===== src/rtl/uart_echo_responder.sv =====
// UART echo responder: buffers received bytes in a FIFO and replays each one through the UART TX core.
// Optional build macro UART_ECHO_INCR_EN: echoed byte = received byte + INCR (mod 256).
module uart_echo_responder #(
  parameter int          FIFO_DEPTH  = 8,
  parameter logic [7:0]  INCR        = 8'd1,
  parameter int          ACK_TIMEOUT = 15
) (
  input  logic        clk,
  input  logic        rst,
  input  logic        rx_ready,
  input  logic [7:0]  rx_data,
  input  logic        tx_busy,
  output logic [7:0]  tx_data,
  output logic        tx_start,
  output logic [3:0]  svn_seg_0,
  output logic [9:0]  states_leds,
  output logic [15:0] echo_count,
  output logic        overflow
);

  // state     | meaning
  // IDLE      | waiting for a buffered byte and an idle transmitter
  // WAIT_ACK  | tx_start issued, waiting for tx_busy to rise (or timeout)
  // WAIT_DONE | transmitter busy, waiting for it to finish
  localparam logic [1:0] S_IDLE      = 2'd0;
  localparam logic [1:0] S_WAIT_ACK  = 2'd1;
  localparam logic [1:0] S_WAIT_DONE = 2'd2;

  localparam int          AW       = $clog2(FIFO_DEPTH);
  localparam logic [AW:0] DEPTH_C  = (AW+1)'(FIFO_DEPTH);
  localparam logic [7:0]  TMO_LAST = 8'(ACK_TIMEOUT - 1);

`ifdef UART_ECHO_INCR_EN
  localparam bit INCR_EN = 1'b1;
`else
  localparam bit INCR_EN = 1'b0;
`endif
  localparam logic [7:0] ECHO_ADD = INCR_EN ? INCR : 8'd0;

  logic [1:0]    state;
  logic [7:0]    tmo_cnt;
  logic [7:0]    mem [FIFO_DEPTH];
  logic [AW-1:0] wr_ptr;
  logic [AW-1:0] rd_ptr;
  logic [AW:0]   count;
  logic          empty;
  logic          full;
  logic          pop;
  logic          push;

  assign empty = (count == '0);
  assign full  = (count == DEPTH_C);
  assign pop   = (state == S_IDLE) && !empty && !tx_busy;
  // A pop in the same cycle frees an entry, so a full FIFO still accepts the byte
  assign push  = rx_ready && (!full || pop);

  always_ff @(posedge clk) begin
    if (push) mem[wr_ptr] <= rx_data;
  end

  always_ff @(posedge clk or posedge rst) begin
    if (rst) begin
      wr_ptr    <= '0;
      rd_ptr    <= '0;
      count     <= '0;
      overflow  <= 1'b0;
      svn_seg_0 <= 4'h0;
    end else begin
      if (rx_ready) svn_seg_0 <= rx_data[3:0];
      if (rx_ready && !push) overflow <= 1'b1;
      if (push) wr_ptr <= wr_ptr + 1'b1;
      if (pop)  rd_ptr <= rd_ptr + 1'b1;
      case ({push, pop})
        2'b10:   count <= count + 1'b1;
        2'b01:   count <= count - 1'b1;
        default: count <= count;
      endcase
    end
  end

  always_ff @(posedge clk or posedge rst) begin
    if (rst) begin
      state      <= S_IDLE;
      tmo_cnt    <= 8'd0;
      tx_start   <= 1'b0;
      tx_data    <= 8'h00;
      echo_count <= 16'h0000;
    end else begin
      case (state)
        S_IDLE: begin
          tx_start <= 1'b0;
          tmo_cnt  <= 8'd0;
          if (pop) begin
            tx_data    <= mem[rd_ptr] + ECHO_ADD;
            tx_start   <= 1'b1;
            echo_count <= echo_count + 16'd1;
            state      <= S_WAIT_ACK;
          end
        end
        S_WAIT_ACK: begin
          tx_start <= 1'b0;
          if (tx_busy) begin
            tmo_cnt <= 8'd0;
            state   <= S_WAIT_DONE;
          end else if (tmo_cnt == TMO_LAST) begin
            // No acknowledge from TX: treat the byte as sent
            tmo_cnt <= 8'd0;
            state   <= S_IDLE;
          end else begin
            tmo_cnt <= tmo_cnt + 8'd1;
          end
        end
        S_WAIT_DONE: begin
          tx_start <= 1'b0;
          if (!tx_busy) state <= S_IDLE;
        end
        default: begin
          tx_start <= 1'b0;
          tmo_cnt  <= 8'd0;
          state    <= S_IDLE;
        end
      endcase
    end
  end

  // Status is live; gated by rst so every output reads 0 during reset
  assign states_leds = rst ? 10'd0 :
                       {3'b000, tx_busy, overflow, full, empty,
                        state == S_WAIT_DONE, state == S_WAIT_ACK, state == S_IDLE};

endmodule


===== config.mk =====
export PLATFORM = sky130hd
export DESIGN_NAME = uart_echo_responder
export DESIGN_NICKNAME = d
export VERILOG_FILES = /design/src/rtl/uart_echo_responder.sv
export SDC_FILE = /design/constraint.sdc
export NUM_CORES = 1
export LEC_CHECK = 0
export CORE_MARGIN = 2
export CORE_UTILIZATION = 50
export DETAILED_ROUTE_END_ITERATION = 16
export PLACE_DENSITY = 0.82
export RECOVER_POWER = 100
export SETUP_SLACK_MARGIN = 0.02
export SLEW_MARGIN = 20
export SYNTH_ARGS = -nofsm -noshare
export SYNTH_HDL_FRONTEND = slang
export SYNTH_SLANG_ARGS = --single-unit

===== constraint.sdc =====
create_clock -name clk -period 4.8 [get_ports clk]
set_input_delay 1.2 -clock clk [delete_from_list [all_inputs] [get_ports clk]]
set_output_delay 1.2 -clock clk [all_outputs]
set_load 0.01 [all_outputs]

==> results of run 1 <==
-- area by class of cell --
cell class                 count  area [um2]
fill                         654        3290
sequential                   114        3170
inverter                       5        20.0
clock inverter                13         158
tap                          129         161
clock buffer                  19         442
timing repair buffer          53         499
multi-input combinational    196        1490
-- layer usage --
| metal | GRT usage [%] | up-vias | part of all wire, % |
|---|---|---|---|
| li1 | - | 1336 | - |
| met1 | 24.6 | 1439 | 42 |
| met2 | 31.2 | 91 | 51 |
| met3 | 5.94 | 14 | 5.4 |
| met4 | 7.59 | 0 | 1.6 |
| met5 | 0 | - | 0 |
-- cells in the mapped netlist (2+ instances only) --
cell type | count | area, um2
a21o_1 | 3 | 22.5
a21oi_1 | 9 | 45.0
a32oi_1 | 2 | 17.5
and3_1 | 6 | 37.5
buf_1 | 3 | 11.3
buf_2 | 4 | 20.0
buf_4 | 4 | 30.0
clkbuf_1 | 2 | 7.51
dfrtp_1 | 50 | 1250
edfxtp_1 | 64 | 1920
ha_1 | 6 | 75.1
inv_1 | 4 | 15.0
mux2_2 | 4 | 45.0
mux2i_1 | 10 | 100
mux4_2 | 16 | 360
nand2_1 | 32 | 120
nand2b_1 | 4 | 25.0
nand3_1 | 10 | 50.1
nand4_1 | 4 | 25.0
nor2_1 | 21 | 78.8
nor2b_1 | 3 | 18.8
nor3_1 | 6 | 30.0
nor3_2 | 2 | 20.0
nor3b_1 | 3 | 22.5
nor4_1 | 3 | 18.8
o21ai_0 | 2 | 10.0
o21ai_1 | 7 | 35.0
o22ai_1 | 2 | 12.5
or4_1 | 3 | 22.5
xnor2_1 | 20 | 175
xor2_1 | 4 | 35.0
-- cells by family after synthesis --
kind of cell / after synthesis / share of synthesized area (%)
other: 1 / 0.0785
xor gates and xnor gates: 24 / 4.40
and+or+nand+nor: 103 / 11.2
buffers and inverters: 18 / 1.83
adders and majority gates: 6 / 1.57
DFF: 114 / 66.4
AOI/OAI and AO/OA: 30 / 3.98
muxes: 30 / 10.6
-- worst max-delay path, delay by kind of cell --
family                 cells  cell delay [ns]
and+or+nand+nor            1             0.19
buffers and inverters      2             1.28
-- registers in the layout (all words and copies together) (netlist names) --
name	cells
overflow	1
tx_start	1
rd_ptr	3
wr_ptr	3
state	2
echo_count	16
count	4
mem	64
tmo_cnt	8
tx_data	8
svn_seg_0	4
-- how the worst max path moves through the flow --
| stage | cells after the start | start | slack, ns | to |
|---|---|---|---|---|
| after global placement | 3 | rst | 1.09 | states_leds[1] |
| after CTS | 3 | rst | 1.07 | states_leds[1] |
| after detailed placement | 3 | rst | 1.07 | states_leds[1] |
| after global routing | 3 | rst | 0.89 | states_leds[1] |
| final | 3 | rst | 0.92 | states_leds[1] |
| after floorplan | 3 | tx_busy | 1.96 | mem[0][0] |
-- through the flow --
| step | total power, W | instances | setup slack (ns) | hold slack, ns | util, % |
|---|---|---|---|---|---|
| 3_5_place_dp | 0.00236 | 497 | 1.07 | 0.487 | 58.4 |
| 3_3_place_gp | 0.00232 | 497 | 1.09 | 0.459 | 58.4 |
| 2_1_floorplan | 0.00202 | 328 | 1.96 | 0.507 | - |
| 6_report | 0.00355 | 529 | 0.925 | 0.484 | 64.3 |
| 4_1_cts | 0.00363 | 529 | 1.07 | 0.498 | 64.9 |
| 5_1_grt | 0.00373 | 529 | 0.893 | 0.507 | 64.3 |
-- report_power, final --
part / leakage, nW / switching [W] / internal, W
logic: 0.809 / 0.000402 / 0.000425
registers: 1.21 / 0.000237 / 0.00125
clock network: 0.278 / 0.000429 / 0.000814
==> impl_results.md, run 1 <==
- Vias per cell: 5.44
- R2r startpoint: tmo_cnt[0]
- Crit path top cell by count: dlygate4sd3_1
- Post-CTS Setup Bufs: 0
- Crit Path Max Fanout: 8
- Fin area: 0.00595 mm2
- Vias post-DR: 2880
- Total grt overflow: 0
- Antenna Cells: 0
- VDD IR-drop max: 0.000272 V
- Fin. max-slew vios: 64
- Crit path required time: 3.60 ns
- Async set-reset flop share out of synthesis: 43.9%
- Mapped cell area: 0.00478 mm2
- R2R Setup Slk: 1.61 ns
- Antenna Nets Post-Route: 0
- Max-cap violations: 2
- Count of distinct cell types in the synthesized netlist: 44
- Final min period: 3.88 ns
- IO Port Bufs: 48
- Detailed Place HPWL: 5.51 mm
- Capture point of the worst reg-to-reg path: tmo_cnt[4]
- Die area: 0.0104 mm2
- Slew HR: -50.9%
- Sequential area share after synthesis: 66.4%
- Most frequent cells in the layout: edfxtp_1, dfrtp_1, dlygate4sd3_1
- Worst Hold Depth: 1
- Die W: 102 um
- Core footprint: 0.00924 mm2
- Measured slew at the worst slew-check pin: 2.25 ns
- Number of buffers created by CTS: 17
- Hold Crit Start: echo_count[15]
- DRT iter0 DRCs: 247
- Endpoints failing hold: 0
- Status: finished, violations left
- First-pass GRT wire length: 14.8 mm
- Layout cells sized above 1: 13.5%
- Number of synthesis warnings: 0
- Syn_area_per_cell: 14.7 um2
- Startpoint types: input pin
- Syn Inst Count: 326
- Clock network latency to the later pin of the worst-skew pair: 0.51 ns
- Root Driver: clkbuf_8
- Largest net degree at the start of global routing: 51
- Achievable Freq: 0.258 GHz
- Gr usage total: 19.3%
- Rows: 35
- Cts-stage hold buffer count: 0
- CP Capture Type: output pin
- Worst-path clk slew: 0.05 ns
- Residual DRC: 0
- DP Area: 0.00540 mm2
- Post-DR wirelength/cell: 17.4 um
- Arr. time, crit path: 2.68 ns
- Initial antenna violation count: 0
- Ports: 52
- Clock Tree Buf Depth: 2
- Area Growth Syn to Fin: 24.4%
- R2r worst-path depth: 6
- Drt first pass iters: 4
- Crit-path slowest cell: dlygate4sd3_1
- RD Place Congestion: 0.711
- Hold EP: echo_count[15]
- Die height: 102 um
- Total Wirelength: 9.20 mm
- Post-cts resize count: 0
- Leading cell type in the layout, fill and taps excluded: edfxtp_1
- Violated checks: max-capacitance violations, max-slew violations
- Leakage power: 2.30 nW
- Final setup fails: 0
- Initial Util: 51.7%
- Setup_tns: 0 ns
- Worst-path cell chain: dlygate4sd3_1, nor3b_1, dlygate4sd3_1
- HP Class: reg2reg
- Critical path type: in2out
- Synthesis-stage register bit count: 114
- Period utilization: 80.7%
- Clk_skew: 0.00867 ns
- Final #Nets: 405
- Post-synth top flop: edfxtp_1
- TritonCTS clock tree: yes
- H-Tree Depth: 4
- Max incr delay on CP: 0.65 ns
- Number of synthesized flops with an enable pin: 64
- Clock sink total: 114
- Vias in the first global route: 2855
- PwrDens: 598 mW/mm2
- RSZ-0062 raised after global routing: false
Note: power is estimated with default switching activity, not from simulation.
==> inputs of run 2 (changes only) <==
==> constraint.sdc (replaced) <==
create_clock -name clk -period 3.8 [get_ports clk]
set_input_delay 0.95 -clock clk [delete_from_list [all_inputs] [get_ports clk]]
set_output_delay 0.95 -clock clk [all_outputs]
set_load 0.01 [all_outputs]
==> impl_results.md, run 2 (synthesis gave the netlist of run 1 again) <==
- Capture point of the worst reg-to-reg path: mem[0][0]
- Detailed Place HPWL: 5.67 mm
- Rows: 35
- DRT iter0 DRCs: 191
- Max reg flops: 64
- Startpoint types: input pin
- Final setup fails: 0
- Initial Util: 51.7%
- R2R Setup Slk: 1.18 ns
- Die W: 102 um
- Dpl ws: 0.574 ns
- Hold Crit Start: echo_count[15]
- Gr usage total: 19.9%
- HP Class: reg2reg
- Crit-path slowest cell: dlygate4sd3_1
- Crit Path Max Fanout: 8
- Vias per cell: 5.41
- Post-CTS Setup Bufs: 0
- Area Growth Syn to Fin: 24.5%
- Max-cap violations: 0
- Final #Nets: 410
- Total Wirelength: 9.28 mm
- Worst-path cell chain: dlygate4sd3_1, nor3b_1, dlygate4sd3_1
- Root Driver: clkbuf_8
- Post-layout total power: 0.00445 W
- Largest net degree at the start of global routing: 34
- Slew HR: 43.3%
- Vias post-DR: 2887
- RD Place Congestion: 0.758
- Arr. time, crit path: 2.44 ns
- H-Tree Depth: 4
- Max incr delay on CP: 0.64 ns
- CP Capture Type: output pin
- R2r worst-path depth: 4
- Period utilization: 89.2%
- Clock Tree Buf Depth: 2
- Fin. max-slew vios: 0
- Reg with most FFs: mem
- Antenna Nets Post-Route: 0
- R2r startpoint: count[0]
- Largest registers: mem x64, echo_count x16
- Cts-stage hold buffer count: 0
- First-pass GRT wire length: 15.1 mm
- Core footprint: 0.00924 mm2
- Crit path top cell by count: dlygate4sd3_1
- Leading cell type in the layout, fill and taps excluded: edfxtp_1
- Ports: 52
- Drt first pass iters: 4
- Clock sink total: 114
- Residual DRC: 0
- Post-DR wirelength/cell: 17.4 um
- Post-cts resize count: 0
- Clock network latency to the later pin of the worst-skew pair: 0.51 ns
- Vias in the first global route: 2897
- Filler cell count in the final layout: 661
- Measured slew at the worst slew-check pin: 0.844 ns
- PwrDens: 748 mW/mm2
- Final min period: 3.39 ns
- Initial antenna violation count: 0
- Endpoints failing hold: 0
- Status: completed
- Layout cells sized above 1: 13.6%
- Die area: 0.0104 mm2
- Hold EP: echo_count[15]
- Total grt overflow: 0
- RSZ-0062 raised after global routing: false
- IO Port Bufs: 48
- Worst Hold Depth: 1
- Achievable Freq: 0.295 GHz
- Crit path required time: 2.85 ns
- Number of buffers created by CTS: 17
- Hold WS: 0.476 ns
- Most frequent cells in the layout: edfxtp_1, dfrtp_1, dlygate4sd3_1
- Antenna Cells: 0
- Clk_skew: 0.00724 ns
- Setup_tns: 0 ns
- Worst-path clk slew: 0.05 ns
- VDD IR-drop max: 0.000391 V
- Die height: 102 um
- PnR worst setup slack: 0.411 ns
- Critical path type: in2out
- Leakage power: 2.31 nW
- TritonCTS clock tree: yes
run 2: cell count changes in the layout (fill, tap and decap cells not counted), sizes merged:
cell           previous run  this run
dlygate4sd3              48        47
inv                       5        10
clkdlybuf4s50             0         1
clkbuf                   24        29
clkinvlp                  6         2
bufinv                    3         2
run 2: area by class of cell:
cell class / count / area (um2) / share of cell area [%]
sequential: 114 / 3170 / 53.3
multi-input combinational: 196 / 1500 / 25.1
inverter: 5 / 18.8 / 0.315
clock buffer: 19 / 432 / 7.25
clock inverter: 13 / 150 / 2.52
tap: 129 / 161 / 2.71
timing repair buffer: 58 / 519 / 8.73
run 2: worst max-delay path: cells and delay by family:
kind / cells / cell delay [ns]
and+or+nand+nor: 1 / 0.22
buffers and inverters: 2 / 1.27
run 2: power breakdown:
group          switching (W)  total [W]  leakage [nW]  internal (W)
sequential          0.000307    0.00188          1.21       0.00157
clock               0.000566    0.00153         0.280      0.000960
combinational       0.000502    0.00104         0.818      0.000543
run 2: worst max path at each step:
stage	start	endpoint	slack [ns]	depth (start not counted)
after detailed placement	rst	states_leds[1]	0.57	3
final	rst	states_leds[1]	0.41	3
after global placement	rst	states_leds[1]	0.60	3
after global routing	rst	states_leds[1]	0.32	3
after CTS	count[0]	states_leds[3]	0.57	3
after floorplan	tx_busy	mem[0][0]	1.21	3
run 2: per-stage QoR:
step | instance area, um2 | std cells | util (%)
2_1_floorplan | 4790 | 328 | -
4_1_cts | 6020 | 534 | 65.1
3_3_place_gp | 5440 | 502 | 58.8
6_report | 5950 | 534 | 64.4
5_1_grt | 5950 | 534 | 64.4
3_5_place_dp | 5440 | 502 | 58.8
run 2: layer usage:
layer	vias to the layer above	GRT usage, %	part of all wire [%]
li1	1341	-	-
met1	1439	26.5	43
met3	7	4.07	6.1
met2	100	31.4	50
met4	0	9.46	1.0
met5	-	0	0
